==> src/rtl/serializer.sv <==
// 16-bit parallel-to-serial converter, MSB first, with a programmable bit
// count. A word is captured from idle, shifted out one bit per clock, and the
// block then returns to idle for at least one cycle before the next word.
//
// Request handshake: data_val_i qualifies data_i/data_mod_i on any rising
// edge. A request is taken only on an edge where busy_o=0 and the length is
// legal (data_mod_i=0 means 16, 3..15 literal, 1 and 2 are dropped). busy_o
// is the inverse of "ready". Requests seen while busy_o=1 are discarded and
// are not queued, so the requester must hold or re-present them.
module serializer (
  input  logic        clk_i,
  input  logic        arstn_i,
  input  logic [15:0] data_i,
  input  logic [3:0]  data_mod_i,
  input  logic        data_val_i,
  output logic        ser_data_o,
  output logic        ser_data_val_o,
  output logic        busy_o,
  output logic        dbg_state_o
);

  localparam logic [0:0] ST_IDLE  = 1'b0;
  localparam logic [0:0] ST_SHIFT = 1'b1;

  logic [0:0]  state_q;
  logic [15:0] shift_q;   // remaining bits, next bit to send in [15]
  logic [4:0]  cnt_q;     // bits still to send after the one on ser_data_o
  logic        len_ok;
  logic [4:0]  first_cnt;

  // Decode the requested length: legal lengths and the count left after bit 0.
  always_comb begin
    len_ok    = (data_mod_i != 4'd1) && (data_mod_i != 4'd2);
    first_cnt = (data_mod_i == 4'd0) ? 5'd15 : ({1'b0, data_mod_i} - 5'd1);
  end

  // Two-state FSM driving all outputs from registers.
  always_ff @(posedge clk_i or negedge arstn_i) begin
    if (!arstn_i) begin
      state_q        <= ST_IDLE;
      shift_q        <= 16'h0000;
      cnt_q          <= 5'd0;
      ser_data_o     <= 1'b0;
      ser_data_val_o <= 1'b0;
      busy_o         <= 1'b0;
    end else begin
      case (state_q)
        ST_IDLE: begin
          if (data_val_i && len_ok) begin
            // Bit 15 goes out right away; the rest wait in the shifter.
            state_q        <= ST_SHIFT;
            shift_q        <= {data_i[14:0], 1'b0};
            cnt_q          <= first_cnt;
            ser_data_o     <= data_i[15];
            ser_data_val_o <= 1'b1;
            busy_o         <= 1'b1;
          end else begin
            ser_data_o     <= 1'b0;
            ser_data_val_o <= 1'b0;
            busy_o         <= 1'b0;
          end
        end
        default: begin
          if (cnt_q == 5'd0) begin
            // Last bit has been on the line for one cycle; go quiet.
            state_q        <= ST_IDLE;
            shift_q        <= 16'h0000;
            ser_data_o     <= 1'b0;
            ser_data_val_o <= 1'b0;
            busy_o         <= 1'b0;
          end else begin
            shift_q        <= {shift_q[14:0], 1'b0};
            cnt_q          <= cnt_q - 5'd1;
            ser_data_o     <= shift_q[15];
            ser_data_val_o <= 1'b1;
            busy_o         <= 1'b1;
          end
        end
      endcase
    end
  end

  // Expose the FSM state for observation.
  always_comb begin
    dbg_state_o = state_q[0];
  end

endmodule

==> config.mk <==
export PLATFORM = sky130hd
export DESIGN_NAME = serializer
export DESIGN_NICKNAME = d
export VERILOG_FILES = /design/src/rtl/serializer.sv
export SDC_FILE = /design/constraint.sdc
export NUM_CORES = 1
export LEC_CHECK = 0
export CORE_UTILIZATION = 49
export CTS_CLUSTER_DIAMETER = 40
export DETAILED_ROUTE_END_ITERATION = 8
export PLACE_DENSITY_LB_ADDON = 0.05
export SLEW_MARGIN = 20
export SYNTH_ARGS = -nofsm -noshare
export SYNTH_HDL_FRONTEND = slang
export SYNTH_SLANG_ARGS = --single-unit
==> constraint.sdc <==
create_clock -name clk_i -period 2.1 [get_ports clk_i]
set_input_delay 0.63 -clock clk_i [delete_from_list [all_inputs] [get_ports clk_i]]
set_output_delay 0.63 -clock clk_i [all_outputs]
set_load 0.05 [all_outputs]
==> impl_metrics.json, run 1 <==
{
  "total_count_of_hold_check_failures_in_the_final_report": 0,
  "final.fill_count": 174,
  "synth_area_per_cell_um2": 8.953,
  "min_period_over_period": 0.8908,
  "proportion_of_layout_cells_with_a_drive_suffix_above_1": 0.1471,
  "post-layout-total-power_uw": 2003,
  "hpwlAfterDp_um": 2014,
  "ys_seq_elements": 22,
  "fin_worst_skew_ns": 0.006653,
  "die_h_um": 51.67,
  "drt.antenna.violating_nets": 0,
  "synth_cells": 135,
  "setup_viol": 0,
  "ws_path_type": "input port to flop",
  "synth_top_area_cell": "sky130_fd_sc_hd__dfrtp_1",
  "final_cell_area_um2": 1630,
  "worst_slew_pin_slew_ns": 0.5064,
  "worstHoldPathType": "flop to flop",
  "finalWorstSetupSlack_ns": 0.2292,
  "final_max_slew_viol_count": 0,
  "timing.fmax_mhz": 534.5,
  "floorplan.die_area_um2": 2669,
  "async_flop_share": 1.000,
  "highest_net_fanout_along_the_worst_path": 6,
  "numCtsBuffers": 3,
  "routabilityCongestion": 0.7969,
  "synth_largest_type_area_fraction": 0.4555,
  "routed_wl_um": 2662,
  "clockRootBuffer": "sky130_fd_sc_hd__clkbuf_4",
  "placementRows": 17,
  "yosys_synthesis_warning_count": 0,
  "grt_pass1_wl_um": 4698,
  "syn_to_final_growth_pct": 34.89,
  "timing.max_cap.violations": 0,
  "mappedNetlistArea_um2": 1209,
  "critPathRequiredTime_ns": 2.32,
  "power.leakage_uw": 0.0007946,
  "regArea_um2": 550.5,
  "remaining_drc_errors": 0,
  "antenna_found_initial": 0,
  "grt_pass1_vias": 1072,
  "synth-main-ff-cell": "sky130_fd_sc_hd__dfrtp_1",
  "grt_max_degree": 34,
  "ir_drop_v": 0.0006838,
  "clk_latency_ns": 0.31,
  "clk_transition_reported_paths_ns": 0.12,
  "routed-via-count": 1111,
  "clk_path_buf_depth": 2,
  "route.detailed.vias_per_inst": 5.611,
  "num_antenna_cells": 0,
  "cts_sinks": 22,
  "synthTopCellsByArea": "sky130_fd_sc_hd__dfrtp_1 46%, sky130_fd_sc_hd__nand2_1 10%, sky130_fd_sc_hd__a22oi_1 8.7%, sky130_fd_sc_hd__a21oi_1 7.0%, sky130_fd_sc_hd__ha_1 4.1%",
  "cts_tree": "done",
  "sequential_to_total_area_share_from_yosys_stat": 0.4555,
  "synth_enable_flop_cells": 0,
  "routed_wire_length_per_instance_um": 13.44,
  "drt_pass1_iterations": 4,
  "core_um2": 2276,
  "io_pins": 27,
  "layout.nets": 198,
  "grt_overflow_total": 0,
  "layout_common_cells": "33 x sky130_fd_sc_hd__nand2_1, 22 x sky130_fd_sc_hd__dfrtp_1, 20 x sky130_fd_sc_hd__clkdlybuf4s50_1, 17 x sky130_fd_sc_hd__a21oi_1, 16 x sky130_fd_sc_hd__buf_4",
  "rsz_0062_raised_after_global_routing": "no",
  "critical_path.startpoint_type": "input port",
  "ys_types": 32,
  "leading_cell_type_in_the_layout_fill_and_taps_excluded": "sky130_fd_sc_hd__nand2_1",
  "clock_tree.htree_level_count": 1,
  "layout_min_cycle_time_ns": 1.871,
  "r2r_setup_slack_ns": 0.29,
  "cp.arrival_ns": 2.09,
  "end_kind": "flop",
  "chipWidth_um": 51.67,
  "multi_input_comb_area_um2": 579.3,
  "detailedRoute.firstIterationViolations": 26,
  "grt_util_all_layers": 0.2392,
  "ctsHoldBuffers": 0,
  "initial_util": 0.5311,
  "run_status": "finished clean",
  "relSlewSlack": 0.6624,
  "pwr_density_cell_nw_per_um2": 1228,
  "mappedNetlistNets": 162,
  "io_buffer_count": 26,
  "place_worst_setup_slack_ns": -0.3832,
  "place_area_um2": 1590
}
[routing by layer]
metal  vias to the layer above  wire length, um  track usage
met2                        34             1343       0.4177
met5                         -                0            0
met4                         0               46      0.09459
met1                       528             1165       0.2927
li1                        543                -            -
met3                         6              106      0.03801
[cells in the mapped netlist, types with 2 or more instances]
cell / n
sky130_fd_sc_hd__a21oi_1: 17
sky130_fd_sc_hd__a22oi_1: 14
sky130_fd_sc_hd__buf_2: 3
sky130_fd_sc_hd__buf_4: 3
sky130_fd_sc_hd__clkbuf_1: 4
sky130_fd_sc_hd__dfrtp_1: 22
sky130_fd_sc_hd__ha_1: 4
sky130_fd_sc_hd__inv_1: 5
sky130_fd_sc_hd__mux2i_1: 2
sky130_fd_sc_hd__nand2_1: 33
sky130_fd_sc_hd__nor2_1: 4
sky130_fd_sc_hd__o21ai_0: 3
sky130_fd_sc_hd__o31ai_1: 2
[path summary, 6_finish.rpt]
check / start / end / cells after the start
setup / recovery: data_mod_i[0] / shift_q[2] / 8
hold reg to reg: shift_q[9] / shift_q[10] / 2
hold / removal: shift_q[9] / shift_q[10] / 2
min in group asynchronous: arstn_i / cnt_q[2] / 2
max in group asynchronous: arstn_i / shift_q[6] / 2
setup reg to reg: cnt_q[0] / cnt_q[1] / 5
[stage by stage]
stage	setup TNS (ns)	instances	util	hold slack (ns)
3_5_place_dp	-6.553	194	0.6987	0.5162
5_1_grt	0	198	0.7163	0.5507
4_1_cts	0	198	0.7136	0.5351
3_3_place_gp	-4.550	194	0.6987	0.5063
6_report	0	198	0.7163	0.5309
2_1_floorplan	0	135	-	0.3344
[power breakdown]
part,switching [uW],internal (uW),leakage (uW)
sequential,156,626,0.000260
combinational,519,469,0.000514
clock,127,106,0.0000210
total,802,1200,0.000795
[timing repair]
| action | in CTS | in global routing |
|---|---|---|
| pin swaps | 3 | 0 |
| buffers inserted | 0 | 0 |
| setup endpoints to repair | 9 | 2 |
| gates resized for setup | 2 | 2 |
[logic make-up (layout without fill, tap and decap cells)]
| logic type | after synthesis | count (layout) | synth area share |
|---|---|---|---|
| xor+xnor | 2 | 2 | 0.01450 |
| mux | 2 | 2 | 0.01656 |
| flops | 22 | 22 | 0.4555 |
| fa+ha+maj | 4 | 4 | 0.04141 |
| simple gates | 43 | 43 | 0.1480 |
| buf+inv | 16 | 51 | 0.06832 |
| compound gates | 46 | 46 | 0.2557 |
[layout make-up]
class                   instances  share of cell area
multi-input cells              97              0.3553
flip-flops and latches         22              0.3377
inverters                       5             0.01151
well taps                      28             0.02149
clock buffers                   4             0.02226
repair buffers                 42              0.2517
[registers in the layout, summed over array words and instances (netlist names)]
signal       cells
ser_data_o       1
shift_q         15
cnt_q            5
dbg_state_o      1
[worst max-delay path, cell delays in order]
cell                            delay [ns]
sky130_fd_sc_hd__dlygate4sd2_1        0.27
sky130_fd_sc_hd__inv_1                0.08
sky130_fd_sc_hd__ha_1                 0.19
sky130_fd_sc_hd__or2_1                0.25
sky130_fd_sc_hd__a21boi_2             0.21
sky130_fd_sc_hd__buf_4                0.18
sky130_fd_sc_hd__a21oi_1              0.07
sky130_fd_sc_hd__a22oi_1              0.22
No activity file was read; power rests on OpenSTA's default activity.
==> run 2: changes to the inputs <==
--- a/config.mk
+++ b/config.mk
@@ -5,6 +5,7 @@
 export SDC_FILE = /design/constraint.sdc
 export NUM_CORES = 1
 export LEC_CHECK = 0
+export CORE_MARGIN = 4
 export CORE_UTILIZATION = 49
 export CTS_CLUSTER_DIAMETER = 40
 export DETAILED_ROUTE_END_ITERATION = 8
==> run 2 against run 1 <==
Sequential share of layout area shrank 0.49 points; non-clock buffer count did not move; critical path depth decreased by 2; worst hold slack worse by 0.0035 ns; critical path type is now flop to flop; largest cell class unchanged; global-route usage fell by 6.0 points; worst setup slack lost 0.15 ns; combinational power about the same; sequential power hardly changed; first-iteration DRC count increased by 96%; critical endpoint is now shift_q[5].
==> impl_metrics.json, run 2 (synthesis results as in run 1) <==
{
  "num_antenna_cells": 0,
  "setup_viol": 0,
  "initial_util": 0.5311,
  "cp.arrival_ns": 2.20,
  "syn_to_final_growth_pct": 36.85,
  "antenna_found_initial": 0,
  "min_delay_endpoint": "cnt_q[1]",
  "worst_r2r_endpoint": "shift_q[5]",
  "post-cts-setup-buffer-count": 0,
  "detailedRoute.firstIterationViolations": 51,
  "highest_net_fanout_along_the_worst_path": 11,
  "clockRootBuffer": "sky130_fd_sc_hd__clkbuf_4",
  "die_h_um": 57.67,
  "fin_worst_skew_ns": 0.008275,
  "clk_transition_reported_paths_ns": 0.12,
  "ctsHoldBuffers": 0,
  "worst_slew_pin_slew_ns": 0.5093,
  "total_count_of_hold_check_failures_in_the_final_report": 0,
  "proportion_of_layout_cells_with_a_drive_suffix_above_1": 0.1529,
  "final.fill_count": 176,
  "drt_pass1_iterations": 4,
  "setup-tns-final_ns": 0,
  "r2r_setup_slack_ns": 0.08,
  "numCtsBuffers": 3,
  "timing.reg2reg.worst_path_depth": 6,
  "fin_cells": 198,
  "layout.nets": 198,
  "route.detailed.vias_per_inst": 5.646,
  "routabilityCongestion": 0.7452,
  "power.leakage_uw": 0.0008081,
  "run_status": "finished clean",
  "hpwlAfterDp_um": 2044,
  "critPathRequiredTime_ns": 2.28,
  "min_period_over_period": 0.9621,
  "leading_cell_type_in_the_layout_fill_and_taps_excluded": "sky130_fd_sc_hd__nand2_1",
  "io_pins": 27,
  "clk_path_buf_depth": 2,
  "grt_pass1_vias": 1109,
  "clock_tree.htree_level_count": 1,
  "pwr_density_cell_nw_per_um2": 1219,
  "reg.largest.list": "shift_q: 15 flops, cnt_q: 5 flops",
  "remaining_drc_errors": 0,
  "min_path_cells": 1,
  "chipWidth_um": 57.67,
  "core_um2": 2276,
  "grt_pass1_wl_um": 4698,
  "timing.fmax_mhz": 495.0,
  "relSlewSlack": 0.6605,
  "floorplan.die_area_um2": 3325,
  "largest_reg_flops": 15,
  "reg2reg_from": "cnt_q[0]",
  "cts_tree": "done",
  "routed_wire_length_per_instance_um": 14.16,
  "layout_min_cycle_time_ns": 2.020,
  "ws_path_type": "flop to flop",
  "io_buffer_count": 26,
  "ir_drop_v": 0.0008550,
  "final_max_slew_viol_count": 0,
  "grt_overflow_total": 0,
  "routed_wl_um": 2804,
  "drt.antenna.violating_nets": 0,
  "layout_common_cells": "33 x sky130_fd_sc_hd__nand2_1, 22 x sky130_fd_sc_hd__dfrtp_1, 20 x sky130_fd_sc_hd__clkdlybuf4s50_1, 17 x sky130_fd_sc_hd__a21oi_1",
  "routed-via-count": 1118,
  "timing.max_cap.violations": 0,
  "clk_latency_ns": 0.31,
  "worstHoldPathType": "flop to flop",
  "utilization": 0.7268,
  "dp.cells": 194,
  "cts_sinks": 22,
  "critical_path.startpoint_type": "flop",
  "timing.hold.worst.start": "cnt_q[1]",
  "grt_util_all_layers": 0.1790,
  "max_flop_register": "shift_q",
  "end_kind": "flop",
  "grt_max_degree": 34,
  "placementRows": 17
}
run 2: timing repair:
action                                 in CTS  in global routing
setup endpoints to repair                   4                 14
endpoints found under the hold margin       0                  0
pin swaps                                   2                  1
resized for setup                           1                  7
run 2: worst max path at each step:
stage,from,to,depth (start not counted)
after global placement,data_mod_i[0],cnt_q[3],7
after floorplan,data_mod_i[0],cnt_q[3],7
after CTS,data_mod_i[1],cnt_q[3],7
after global routing,cnt_q[0],shift_q[2],6
final,cnt_q[0],shift_q[5],6
after detailed placement,data_mod_i[0],cnt_q[3],7
run 2: final cells by class:
cell class	count	area, um^2	area share
Clock buffer	4	36.28	0.02194
Sequential cell	22	550.5	0.3328
Inverter	5	18.77	0.01135
Multi-Input combinational cell	97	591.8	0.3578
Timing Repair Buffer	42	421.7	0.2549
Tap cell	28	35.03	0.02118
run 2: worst max-delay path: stages (launching register included):
cell and delay [ns]:
sky130_fd_sc_hd__dfrtp_1 0.42, sky130_fd_sc_hd__inv_1 0.11, sky130_fd_sc_hd__ha_1 0.25, sky130_fd_sc_hd__or4b_1 0.69, sky130_fd_sc_hd__buf_4 0.27, sky130_fd_sc_hd__nand2_1 0.08
sky130_fd_sc_hd__a22oi_1 0.07
run 2: metal layers:
layer  vias to the layer above  GRT usage  routed length, um
met5                         -          0                  0
met4                         0    0.07285                 51
met3                         9    0.06013                161
met2                        39     0.3145               1473
met1                       531     0.1969               1119
li1                        539          -                  -
run 2: power by group:
part / total (uW) / internal [uW] / switching (uW)
Clock: 230 / 106 / 124
Sequential: 783 / 626 / 157
Combinational: 1000 / 470 / 534
run 2: stage by stage:
| stage | cell area [um^2] | setup slack (ns) | total power (uW) | hold WS [ns] |
|---|---|---|---|---|
| 2_1_floorplan | 1209 | 0.1527 | 1459 | 0.3344 |
| 3_3_place_gp | 1590 | -0.2745 | 1731 | 0.5045 |
| 3_5_place_dp | 1590 | -0.3422 | 1781 | 0.5096 |
| 4_1_cts | 1625 | 0.000008660 | 2018 | 0.5355 |
| 5_1_grt | 1654 | -0.01604 | 2179 | 0.5468 |
| 6_report | 1654 | 0.07967 | 2016 | 0.5273 |
